`src/rtl/i2c_resp_mem8.sv`:
```
// I2C target with a small byte-addressable register file.
// Samples the wired-AND SCL/SDA lines and drives an open-drain style SDA term
// (0 = pull low, 1 = release). A write sets the register pointer and then
// stores data bytes. A read, usually after a repeated START, returns bytes
// from the pointer and auto-increments it.
module i2c_resp_mem8 #(
    parameter logic [6:0] DEV_ADDR = 7'h50,
    parameter int         DEPTH    = 16
) (
    input  logic                     clk,
    input  logic                     rst,
    input  logic                     scl_i,
    input  logic                     sda_i,
    output logic                     sda_o,
    output logic                     busy,
    output logic                     wr_valid,
    output logic [$clog2(DEPTH)-1:0] wr_ptr,
    output logic [7:0]               wr_data
);

    localparam int PW = $clog2(DEPTH);

    typedef enum logic [3:0] {
        IDLE,
        ADDR,
        ADDR_ACK,
        PTR,
        PTR_ACK,
        WR,
        WR_ACK,
        RD,
        RD_ACK,
        IGNORE
    } state_t;

    state_t         state;
    state_t         state_nxt;

    // Synchronizer, delay and registered-event flops
    logic           scl_s1;
    logic           scl_s2;
    logic           scl_d;
    logic           sda_s1;
    logic           sda_s2;
    logic           sda_d;
    logic           scl_rise;
    logic           scl_fall;
    logic           start_det;
    logic           stop_det;

    // Datapath
    logic [3:0]     bit_cnt;
    logic [3:0]     bit_cnt_nxt;
    logic [7:0]     shreg;
    logic [7:0]     shreg_nxt;
    logic [PW-1:0]  ptr;
    logic [PW-1:0]  ptr_nxt;
    logic           sda_nxt;
    logic           busy_nxt;
    logic           mem_we;
    logic [7:0]     rx_byte;
    logic [7:0]     mem_rd;
    logic [7:0]     mem [DEPTH];

    // Byte formed by the bit currently being sampled; the write path
    // commits it on the 8th rising edge.
    assign rx_byte = {shreg[6:0], sda_d};
    assign mem_rd  = mem[ptr];

    // Two-flop synchronizers, a delay flop, and registered bus events.
    // SDA for a data bit is taken from sda_d, which is aligned with the
    // registered SCL rising event.
    always_ff @(posedge clk) begin
        if (rst) begin
            scl_s1    <= 1'b1;
            scl_s2    <= 1'b1;
            scl_d     <= 1'b1;
            sda_s1    <= 1'b1;
            sda_s2    <= 1'b1;
            sda_d     <= 1'b1;
            scl_rise  <= 1'b0;
            scl_fall  <= 1'b0;
            start_det <= 1'b0;
            stop_det  <= 1'b0;
        end else begin
            scl_s1    <= scl_i;
            scl_s2    <= scl_s1;
            scl_d     <= scl_s2;
            sda_s1    <= sda_i;
            sda_s2    <= sda_s1;
            sda_d     <= sda_s2;
            scl_rise  <= scl_s2 & ~scl_d;
            scl_fall  <= ~scl_s2 & scl_d;
            start_det <= scl_s2 & scl_d & sda_d & ~sda_s2;
            stop_det  <= scl_s2 & scl_d & ~sda_d & sda_s2;
        end
    end

    // FSM state register
    always_ff @(posedge clk) begin
        if (rst) begin
            state <= IDLE;
        end else begin
            state <= state_nxt;
        end
    end

    // Next-state and datapath decode. START/STOP take priority over any bit event.
    always_comb begin
        state_nxt   = state;
        bit_cnt_nxt = bit_cnt;
        shreg_nxt   = shreg;
        ptr_nxt     = ptr;
        sda_nxt     = sda_o;
        busy_nxt    = busy;
        mem_we      = 1'b0;

        if (stop_det) begin
            state_nxt = IDLE;
            sda_nxt   = 1'b1;
            busy_nxt  = 1'b0;
        end else if (start_det) begin
            state_nxt   = ADDR;
            bit_cnt_nxt = '0;
            sda_nxt     = 1'b1;
        end else begin
            case (state)
                IDLE: begin
                    sda_nxt = 1'b1;
                end

                ADDR: begin
                    if (scl_rise && bit_cnt < 4'd8) begin
                        shreg_nxt   = rx_byte;
                        bit_cnt_nxt = bit_cnt + 4'd1;
                    end else if (scl_fall && bit_cnt == 4'd8) begin
                        if (shreg[7:1] == DEV_ADDR) begin
                            sda_nxt   = 1'b0;
                            busy_nxt  = 1'b1;
                            state_nxt = ADDR_ACK;
                        end else begin
                            sda_nxt   = 1'b1;
                            busy_nxt  = 1'b0;
                            state_nxt = IGNORE;
                        end
                    end
                end

                ADDR_ACK: begin
                    // shreg[0] still holds R/W; the ACK clock does not shift.
                    if (scl_fall) begin
                        bit_cnt_nxt = '0;
                        if (shreg[0]) begin
                            shreg_nxt = mem_rd;
                            sda_nxt   = mem_rd[7];
                            state_nxt = RD;
                        end else begin
                            sda_nxt   = 1'b1;
                            state_nxt = PTR;
                        end
                    end
                end

                PTR: begin
                    if (scl_rise && bit_cnt < 4'd8) begin
                        shreg_nxt   = rx_byte;
                        bit_cnt_nxt = bit_cnt + 4'd1;
                    end else if (scl_fall && bit_cnt == 4'd8) begin
                        ptr_nxt   = shreg[PW-1:0];
                        sda_nxt   = 1'b0;
                        state_nxt = PTR_ACK;
                    end
                end

                PTR_ACK: begin
                    if (scl_fall) begin
                        sda_nxt     = 1'b1;
                        bit_cnt_nxt = '0;
                        state_nxt   = WR;
                    end
                end

                WR: begin
                    if (scl_rise && bit_cnt < 4'd8) begin
                        shreg_nxt   = rx_byte;
                        bit_cnt_nxt = bit_cnt + 4'd1;
                        if (bit_cnt == 4'd7) begin
                            mem_we  = 1'b1;
                            ptr_nxt = ptr + PW'(1);
                        end
                    end else if (scl_fall && bit_cnt == 4'd8) begin
                        sda_nxt   = 1'b0;
                        state_nxt = WR_ACK;
                    end
                end

                WR_ACK: begin
                    if (scl_fall) begin
                        sda_nxt     = 1'b1;
                        bit_cnt_nxt = '0;
                        state_nxt   = WR;
                    end
                end

                RD: begin
                    // The MSB is already on the line; each later fall presents the next bit.
                    if (scl_rise && bit_cnt < 4'd8) begin
                        bit_cnt_nxt = bit_cnt + 4'd1;
                    end else if (scl_fall && bit_cnt == 4'd8) begin
                        sda_nxt     = 1'b1;
                        bit_cnt_nxt = '0;
                        state_nxt   = RD_ACK;
                    end else if (scl_fall && bit_cnt != 4'd0) begin
                        sda_nxt   = shreg[6];
                        shreg_nxt = {shreg[6:0], 1'b0};
                    end
                end

                RD_ACK: begin
                    // bit_cnt=1 records a master ACK until the following fall.
                    if (scl_rise && bit_cnt == 4'd0) begin
                        ptr_nxt = ptr + PW'(1);
                        if (sda_d) begin
                            busy_nxt  = 1'b0;
                            state_nxt = IGNORE;
                        end else begin
                            bit_cnt_nxt = 4'd1;
                        end
                    end else if (scl_fall && bit_cnt == 4'd1) begin
                        shreg_nxt   = mem_rd;
                        sda_nxt     = mem_rd[7];
                        bit_cnt_nxt = '0;
                        state_nxt   = RD;
                    end
                end

                IGNORE: begin
                    sda_nxt = 1'b1;
                end

                default: begin
                    sda_nxt   = 1'b1;
                    busy_nxt  = 1'b0;
                    state_nxt = IDLE;
                end
            endcase
        end
    end

    // Datapath registers and write-commit outputs
    always_ff @(posedge clk) begin
        if (rst) begin
            bit_cnt  <= '0;
            shreg    <= '0;
            ptr      <= '0;
            sda_o    <= 1'b1;
            busy     <= 1'b0;
            wr_valid <= 1'b0;
            wr_ptr   <= '0;
            wr_data  <= '0;
        end else begin
            bit_cnt  <= bit_cnt_nxt;
            shreg    <= shreg_nxt;
            ptr      <= ptr_nxt;
            sda_o    <= sda_nxt;
            busy     <= busy_nxt;
            wr_valid <= mem_we;
            if (mem_we) begin
                wr_ptr  <= ptr;
                wr_data <= rx_byte;
            end
        end
    end

    // Register file, cleared by reset
    always_ff @(posedge clk) begin
        if (rst) begin
            for (int unsigned i = 0; i < unsigned'(DEPTH); i++) begin
                mem[i] <= '0;
            end
        end else if (mem_we) begin
            mem[ptr] <= rx_byte;
        end
    end

endmodule
```
`config.mk`:
```
export PLATFORM = sky130hd
export DESIGN_NAME = i2c_resp_mem8
export DESIGN_NICKNAME = d
export VERILOG_FILES = /design/src/rtl/i2c_resp_mem8.sv
export SDC_FILE = /design/constraint.sdc
export NUM_CORES = 1
export LEC_CHECK = 0
export CELL_PAD_IN_SITES_DETAIL_PLACEMENT = 2
export CELL_PAD_IN_SITES_GLOBAL_PLACEMENT = 2
export CORE_AREA = 2 2 202 105
export DETAILED_ROUTE_END_ITERATION = 10
export DIE_AREA = 0 0 204 107
export PLACE_DENSITY = 0.85
export SLEW_MARGIN = 5
export SYNTH_ARGS = -nofsm -noshare
export SYNTH_HDL_FRONTEND = slang
export SYNTH_SLANG_ARGS = --single-unit
```
`constraint.sdc`:
```
create_clock -name clk -period 3.2 [get_ports clk]
set_input_delay 0.48 -clock clk [delete_from_list [all_inputs] [get_ports clk]]
set_output_delay 0.48 -clock clk [all_outputs]
set_load 0.02 [all_outputs]
```
# ---- Yosys cells after proc, flatten, opt, wreduce, memory -nomap -nowiden
# Memories as Yosys holds them, arrays and structs flattened. A register that Yosys moved wholly into a read port is not among the register bits.
# Cells that the tools add are included.
dict set report word_totals {
  in_bits 4
  ramBits 128
  memories 1
  out_inout_bits 15
  register_bits 45
}
dict set report classes {
  eq_ne 55
  n_reduce_logical 28
  muxes 76
  bitwise 15
  order_cmp 1
  addsub 2
}
# name words width rd rd_clocked_by_memory_dff write_ports line
set mem_list {}
lappend mem_list {mem 16 8 1 1 16 63} ;# logic [7:0] mem [DEPTH];
# operator n
set op_table {}
lappend op_table {{two-way mux 4 bit} 30}
lappend op_table {{two-way mux 8 bit} 9}
lappend op_table {{inequality test 2 bit (second input constant)} 19}
lappend op_table {{inequality test 3 bit (second input constant)} 12}
lappend op_table {{case mux 4 bit (8 select lines)} 1}
lappend op_table {{case mux 8 bit (4 select lines)} 1}
lappend op_table {{two-way mux 1 bit} 30}
lappend op_table {{AND reduction 13 bit} 2}
lappend op_table {{equality test 4 x 3 -> 1 bit (second input constant)} 5}
lappend op_table {{AND reduction 10 bit} 2}
lappend op_table {{inequality test 4 bit (second input constant)} 4}
lappend op_table {{case mux 4 bit (4 select lines)} 1}
lappend op_table {{OR reduction 8 bit} 2}
lappend op_table {{equality test 4 bit (second input constant)} 3}
lappend op_table {{case mux 4 bit (3 select lines)} 1}
lappend op_table {{AND reduction 11 bit} 1}
lappend op_table {{inequality test 3 x 1 -> 1 bit (second input constant)} 3}
lappend op_table {{OR reduction 3 bit} 3}
lappend op_table {{adder 4 x 1 -> 4 bit (second input constant)} 2}
lappend op_table {{equality test 4 x 1 -> 1 bit (second input constant)} 2}
lappend op_table {{equality test 4 x 2 -> 1 bit (second input constant)} 2}
lappend op_table {{logical NOT 4 bit} 2}
lappend op_table {{inequality test 2 x 1 -> 1 bit (second input constant)} 4}
lappend op_table {{inverter 1 bit} 8}
lappend op_table {{14 further kinds} 28}

# ---- Depth between registers and ports, before layout
# Gate-level depths: netlist of the first run.
dict set report depth {
  word_depth 11
  ltp_mapped 9
  ltp_nobuf 8
}

# ---- Worst setup path before layout of the first run
# OpenSTA, ideal clock, no wires.
dict set report synth_path {
  kind {register -> register}
  startpoint {register bit_cnt[0]}
  endpoint {memory mem[1][0] (enable)}
  arrival_ps 2142
  synth_period_minus_slack_ps 2471
  required_ps 2870
  setup_slack_ps 729
  setup_time_ps 330
  stages_incl_launch_ff 8
  path_cell_list {dfxtp_1 > ha_1 > nand4b_2 > or4_4 > or3_1 > buf_6 > nor2_4 > or2_1}
}
# item line
set synth_rtl {}
lappend synth_rtl {{from (decl)} 52} ;# logic [3:0] bit_cnt;
lappend synth_rtl {{from (signal assigned)} 262} ;# bit_cnt <= bit_cnt_nxt;
lappend synth_rtl {{to (decl)} 63}

==> impl_metrics.toml, run 1 <==
[run_status]
status = "finished, final reports clean"

[synth]
synth_edf_count = 128
syn_area_um2 = 8510
async_flop_share_pct = 0
yosysSeqAreaShare_pct = 56.7
synthCells = 706
yosysWarningCount = 0
synth_cell_type_count = 64
synth_flop_cell = "edfxtp_1"
synth_seq_cells = 177
synth_nets = 717
avgSynthCellArea_um2 = 12.1

[grt]
grt_util_all_layers_pct = 27.7
grt_pass1_vias = 6489
antenna_found_initial = 1
grt_first_pass_wirelength_um = 42900
grt_max_degree = 25
grt.overflow.total = 0

[detailed_routing]
final_antenna_net_count = 0
wirelength_um = 28600
drc = 0
drt_iter0_drc = 555
first_pass_iters = 5
post_drt_wl_per_cell_um = 28.4
vias = 5978
vias_per_cell = 5.94

[clock_tree]
cts_tree = "yes"
clk_latency_ns = 0.44
hold_buffers = 0
cts-buffers-inserted = 17
clock_path_buffers = 2
htree_num_levels = 4
clock-sinks = 177
clk_pin_slew_worst_paths_ns = 0.06
cts_root_buf = "clkbuf_16"

[pwr]
vdd_drop_max_mv = 0.395
combPwrFrac_pct = 3.8
p_clk_share_pct = 42.8
p_int_w = 0.00368
leakage_nw = 3.30
power_frac_seq_pct = 53.4
powerDensity_nw_per_um2 = 497
p_sw_w = 0.00110
p_sw_share_pct = 23.0
power.total_w = 0.00477

[worst_setup_path]
r2r_cells = 7
crit_path_start_kind = "register"
r2r-end = "mem[3][6]"
r2r-start = "bit_cnt[0]"
crit_required_ns = 3.33
r2r_slack_ns = 0.19
cp.arrival_ns = 3.14
crit_type = "register to register"
worstSetupStartpoint = "bit_cnt[0]"
path_max_fanout = 14
critPathCaptureType = "register"

[sta]
tns_ns = 0
slew_headroom_pct = 33.1
rsz0062_at_grt = "false"
setup_viol = 0
period_needed_ns = 3.01
hold_viol_final = 0
maxSlewViolCount = 0
hold_slack_ns = 0.432
finClkSkew_ns = 0.0124
worst_pin_slew_ns = 1.00
fmax_mhz = 332
fin_crit_sh_pct = 94.1

[layout]
fin_nets = 732
final_cell_mix = "edfxtp_1, and2_1, dfxtp_1"
drive_gt1_share_pct = 19.3
area_growth_pct = 13.0
fin_cells = 1007
n_antenna_cell = 0
post-route-util_pct = 47.8
final_common_cell = "edfxtp_1"

[floorplan]
dieArea_um2 = 21800
start_util_pct = 42.3
core_area_um2 = 20100
fp.dieW_um = 204
io_pins = 19
fp-row-count = 37
die_h_um = 107

[min_path]
min-delay-path-class = "register to register"
min_from = "scl_s1"
hold_end = "scl_s2"
hold_depth = 1

[placement]
dp.cells = 975
place_hpwl_um = 20200
gp_congestion = 0.936
portBuffers = 18

[flow_run]
drv_cap = 0
[worst max-delay path by stage]
stage                            to  slack, ns
after global placement    mem[3][4]       0.42
after global routing       shreg[4]       0.03
final                     mem[3][6]       0.19
after detailed placement  mem[3][2]       0.25
after floorplan           mem[1][0]       0.73
after CTS                 mem[3][6]       0.19
[worst max-delay path: stages (launching register included)]
cell,delay [ns]
dfxtp_1,0.43
ha_1,0.28
nand4b_2,0.17
or4_4,0.67
or3_1,0.44
buf_4,0.22
nor2_4,0.17
or2_2,0.29
[flip-flops by register name (all words and copies together), names as in the netlist, 4 cells and up, named ones only]
register and count:
mem 128, shreg 8, wr_data 8, bit_cnt 4
ptr 4, state 4, wr_ptr 4
[layout make-up]
type	instances	area (um2)
well taps	273	342
inverters	11	41.3
multi-input cells	461	3400
flip-flops and latches	177	4830
clock buffers	21	492
fillers	2017	10500
clock inverters	11	77.6
repair buffers	53	438
[logic make-up after synthesis]
group	Yosys count	share of synthesized area, %
multiplexers	52	10.9
buffers and inverters	68	3.40
adder cells (fa/ha/maj)	8	1.15
XOR/XNOR	2	0.206
flip-flops	177	56.7
AND/OR/NAND/NOR	311	20.8
AO/OA/AOI/OAI	88	6.85
[what timing repair did]
action	in CTS	in global routing
buffers inserted	0	0
hold endpoints to repair	0	0
setup endpoints to repair	0	8
resized for setup	0	1
[synthesized netlist by cell type (all sizes together), types with 3 or more instances]
master	count	area [um2]
a31oi	7	43.8
nor2b	6	45.0
or4	3	26.3
inv	11	41.3
nand2b	8	50.1
a311oi	7	61.3
ha	7	87.6
o311ai	3	26.3
nor3	34	170
nand2	43	161
nor2	44	195
a211oi	5	37.5
and2	115	719
clkbuf	39	146
edfxtp	128	3840
o211ai	3	22.5
mux2	7	78.8
or2	25	156
nor3b	6	50.1
mux2i	13	130
o21ai	14	70.1
dfxtp	49	981
buf	18	101
nand4	3	18.8
nand3b	3	22.5
nand3	8	40.0
mux4	32	721
or3	4	25.0
a21oi	28	140
[power groups by stage]
stage	Clock (W)	Sequential, W	Combinational, W
finish	0.00204	0.00255	0.000182
global route	0.00215	0.00255	0.000195
CTS	0.00206	0.00255	0.000181
detailed placement	0	0.00260	0.000180
global placement	0	0.00259	0.000168
floorplan	0	0.00257	0.000113
[per-layer routing]
metal / up-vias / share of wire [%] / track usage (%)
met1: 3140 / 47 / 40.4
li1: 2594 / - / -
met3: 25 / 8.4 / 8.27
met5: - / 0 / 0
met4: 0 / 1.1 / 6.21
met2: 219 / 43 / 40.7
[through the flow]
step	setup slack (ns)	area, um2
after floorplan	0.729	8510
after global placement	0.423	9040
after detailed placement	0.248	9040
after CTS	0.195	9610
after global routing	0.0260	9610
final	0.188	9610
No activity file was read; power rests on OpenSTA's default activity.
==> run 2, diff against run 1 <==
Settings changed: CORE_AREA 2 2 202 105 to 2 2 242 125, DIE_AREA 0 0 204 107 to 0 0 244 127, PLACE_DENSITY 0.85 to 0.65.
==> run 2 against run 1 <==
Effect of this change: via count fell by 4.2%; combinational power decreased by 7%; global-route usage down 10 points; largest cell class unchanged; core utilization fell by 14 points; flip-flop and latch count stayed put; register-to-register slack better by 0.16 ns; non-clock buffer count increased by 2; setup slack better by 0.16 ns; critical path type unchanged; sequential power about the same; design area grew 1.8%; critical endpoint is now shreg[3].
==> impl_metrics.toml, run 2 (synthesis gave the netlist of run 1 again) <==
[sta]
tns_ns = 0
fin_crit_sh_pct = 89.0
setup_viol = 0
maxSlewViolCount = 0
worst_pin_slew_ns = 1.01
hold_viol_final = 0
slew_headroom_pct = 32.3
period_needed_ns = 2.85
fmax_mhz = 351
worst_slack_ns = 0.352
rsz0062_at_grt = "false"
finClkSkew_ns = 0.0125

[grt]
antenna_found_initial = 0
grt.overflow.total = 0
grt_first_pass_wirelength_um = 40100
grt_pass1_vias = 6144
grt_max_degree = 32
grt_util_all_layers_pct = 17.6

[layout]
drive_gt1_share_pct = 19.6
fin_nets = 734
area_growth_pct = 15.0
max_flop_register = "mem"
n_antenna_cell = 0
fin_cells = 1127
reg_top3 = "mem: 128 flops, shreg: 8 flops, wr_data: 8 flops"
final_common_cell = "edfxtp_1"
final_cell_mix = "edfxtp_1, and2_1, dfxtp_1"
largest_reg_flops = 128

[flow_run]
drv_cap = 0

[detailed_routing]
drt_iter0_drc = 373
vias = 5728
post_drt_wl_per_cell_um = 23.2
drc = 0
wirelength_um = 26200
first_pass_iters = 5
vias_per_cell = 5.08
final_antenna_net_count = 0

[pwr]
powerDensity_nw_per_um2 = 489
leakage_nw = 3.29
power.total_w = 0.00478
vdd_drop_max_mv = 0.318

[clock_tree]
cts_resized = 0
clk_pin_slew_worst_paths_ns = 0.07
hold_buffers = 0
cts_root_buf = "clkbuf_16"
clk_latency_ns = 0.45
htree_num_levels = 4
clock-sinks = 177
cts-buffers-inserted = 17
post_cts_buffers = 0
cts_tree = "yes"
clock_path_buffers = 2

[floorplan]
io_pins = 19
start_util_pct = 29.7
fp.dieW_um = 244
die_h_um = 127
core_area_um2 = 28700
dieArea_um2 = 31000
fp-row-count = 44

[placement]
gp_congestion = 0.831
portBuffers = 18
dp.cells = 1095
pre_cts_slack_ns = 0.327
place_hpwl_um = 18000

[worst_setup_path]
crit_path_start_kind = "register"
crit_type = "register to register"
crit_required_ns = 3.55
cp.arrival_ns = 3.20
critPathCaptureType = "register"
path_max_fanout = 13

[min_path]
min-delay-path-class = "register to register"

[run_status]
status = "finished, final reports clean"
==> run 2: cell types whose count changed in the layout (fill, tap and decap cells not counted), sizes merged <==
cell and delta:
inv +2, clkbuf -4, buf +2, clkinvlp +1, clkinv +1
==> run 2: power by group <==
group | leakage (nW) | internal [W] | total (W) | switching, W
logic | 1.30 | 0.0000570 | 0.000170 | 0.000113
clock network | 0.273 | 0.00103 | 0.00206 | 0.00103
registers | 1.72 | 0.00251 | 0.00254 | 0.0000342
==> run 2: per-layer routing <==
metal / vias up / GRT usage (%) / share of wire, %
met5: - / 0 / 0
met4: 0 / 4.16 / 1.1
met3: 18 / 3.93 / 4.5
met2: 103 / 29.3 / 48
met1: 3015 / 23.4 / 46
li1: 2592 / - / -
==> run 2: cell type report <==
cell class,count,area [um2]
tap,391,489
multi-input combinational,461,3390
sequential,177,4830
fill,2965,18900
inverter,11,41.3
clock inverter,15,141
clock buffer,17,425
timing repair buffer,55,465
==> run 2: final timing paths <==
| check | startpoint | to | slack (ns) | depth (start not counted) |
|---|---|---|---|---|
| max reg2reg | bit_cnt[0] | shreg[3] | 0.35 | 8 |
| min | sda_s1 | sda_s2 | 0.42 | 1 |
| max | bit_cnt[0] | shreg[3] | 0.35 | 8 |
| min reg2reg | sda_s1 | sda_s2 | 0.42 | 1 |
==> run 2: metrics by stage <==
step | utilization, % | hold WS [ns] | instance area (um2)
floorplan | - | 0.389 | 8510
global placement | 32.1 | 0.403 | 9220
detailed placement | 32.1 | 0.402 | 9220
CTS | 34.1 | 0.420 | 9780
global route | 34.1 | 0.436 | 9780
finish | 34.1 | 0.416 | 9780
==> run 2: critical path: stages (launching register included) <==
cell,delay [ns]
dfxtp_1,0.43
inv_1,0.07
ha_1,0.24
nor2b_1,0.17
or3b_2,0.45
a31o_2,0.30
nor3b_2,0.73
nor2_1,0.09
a311oi_1,0.28
==> run 3, diff against run 2 <==
Settings changed: SLEW_MARGIN 5 to unset.
==> results of run 3 <==
Final layout, timing and power as in run 2 (identical DEF).
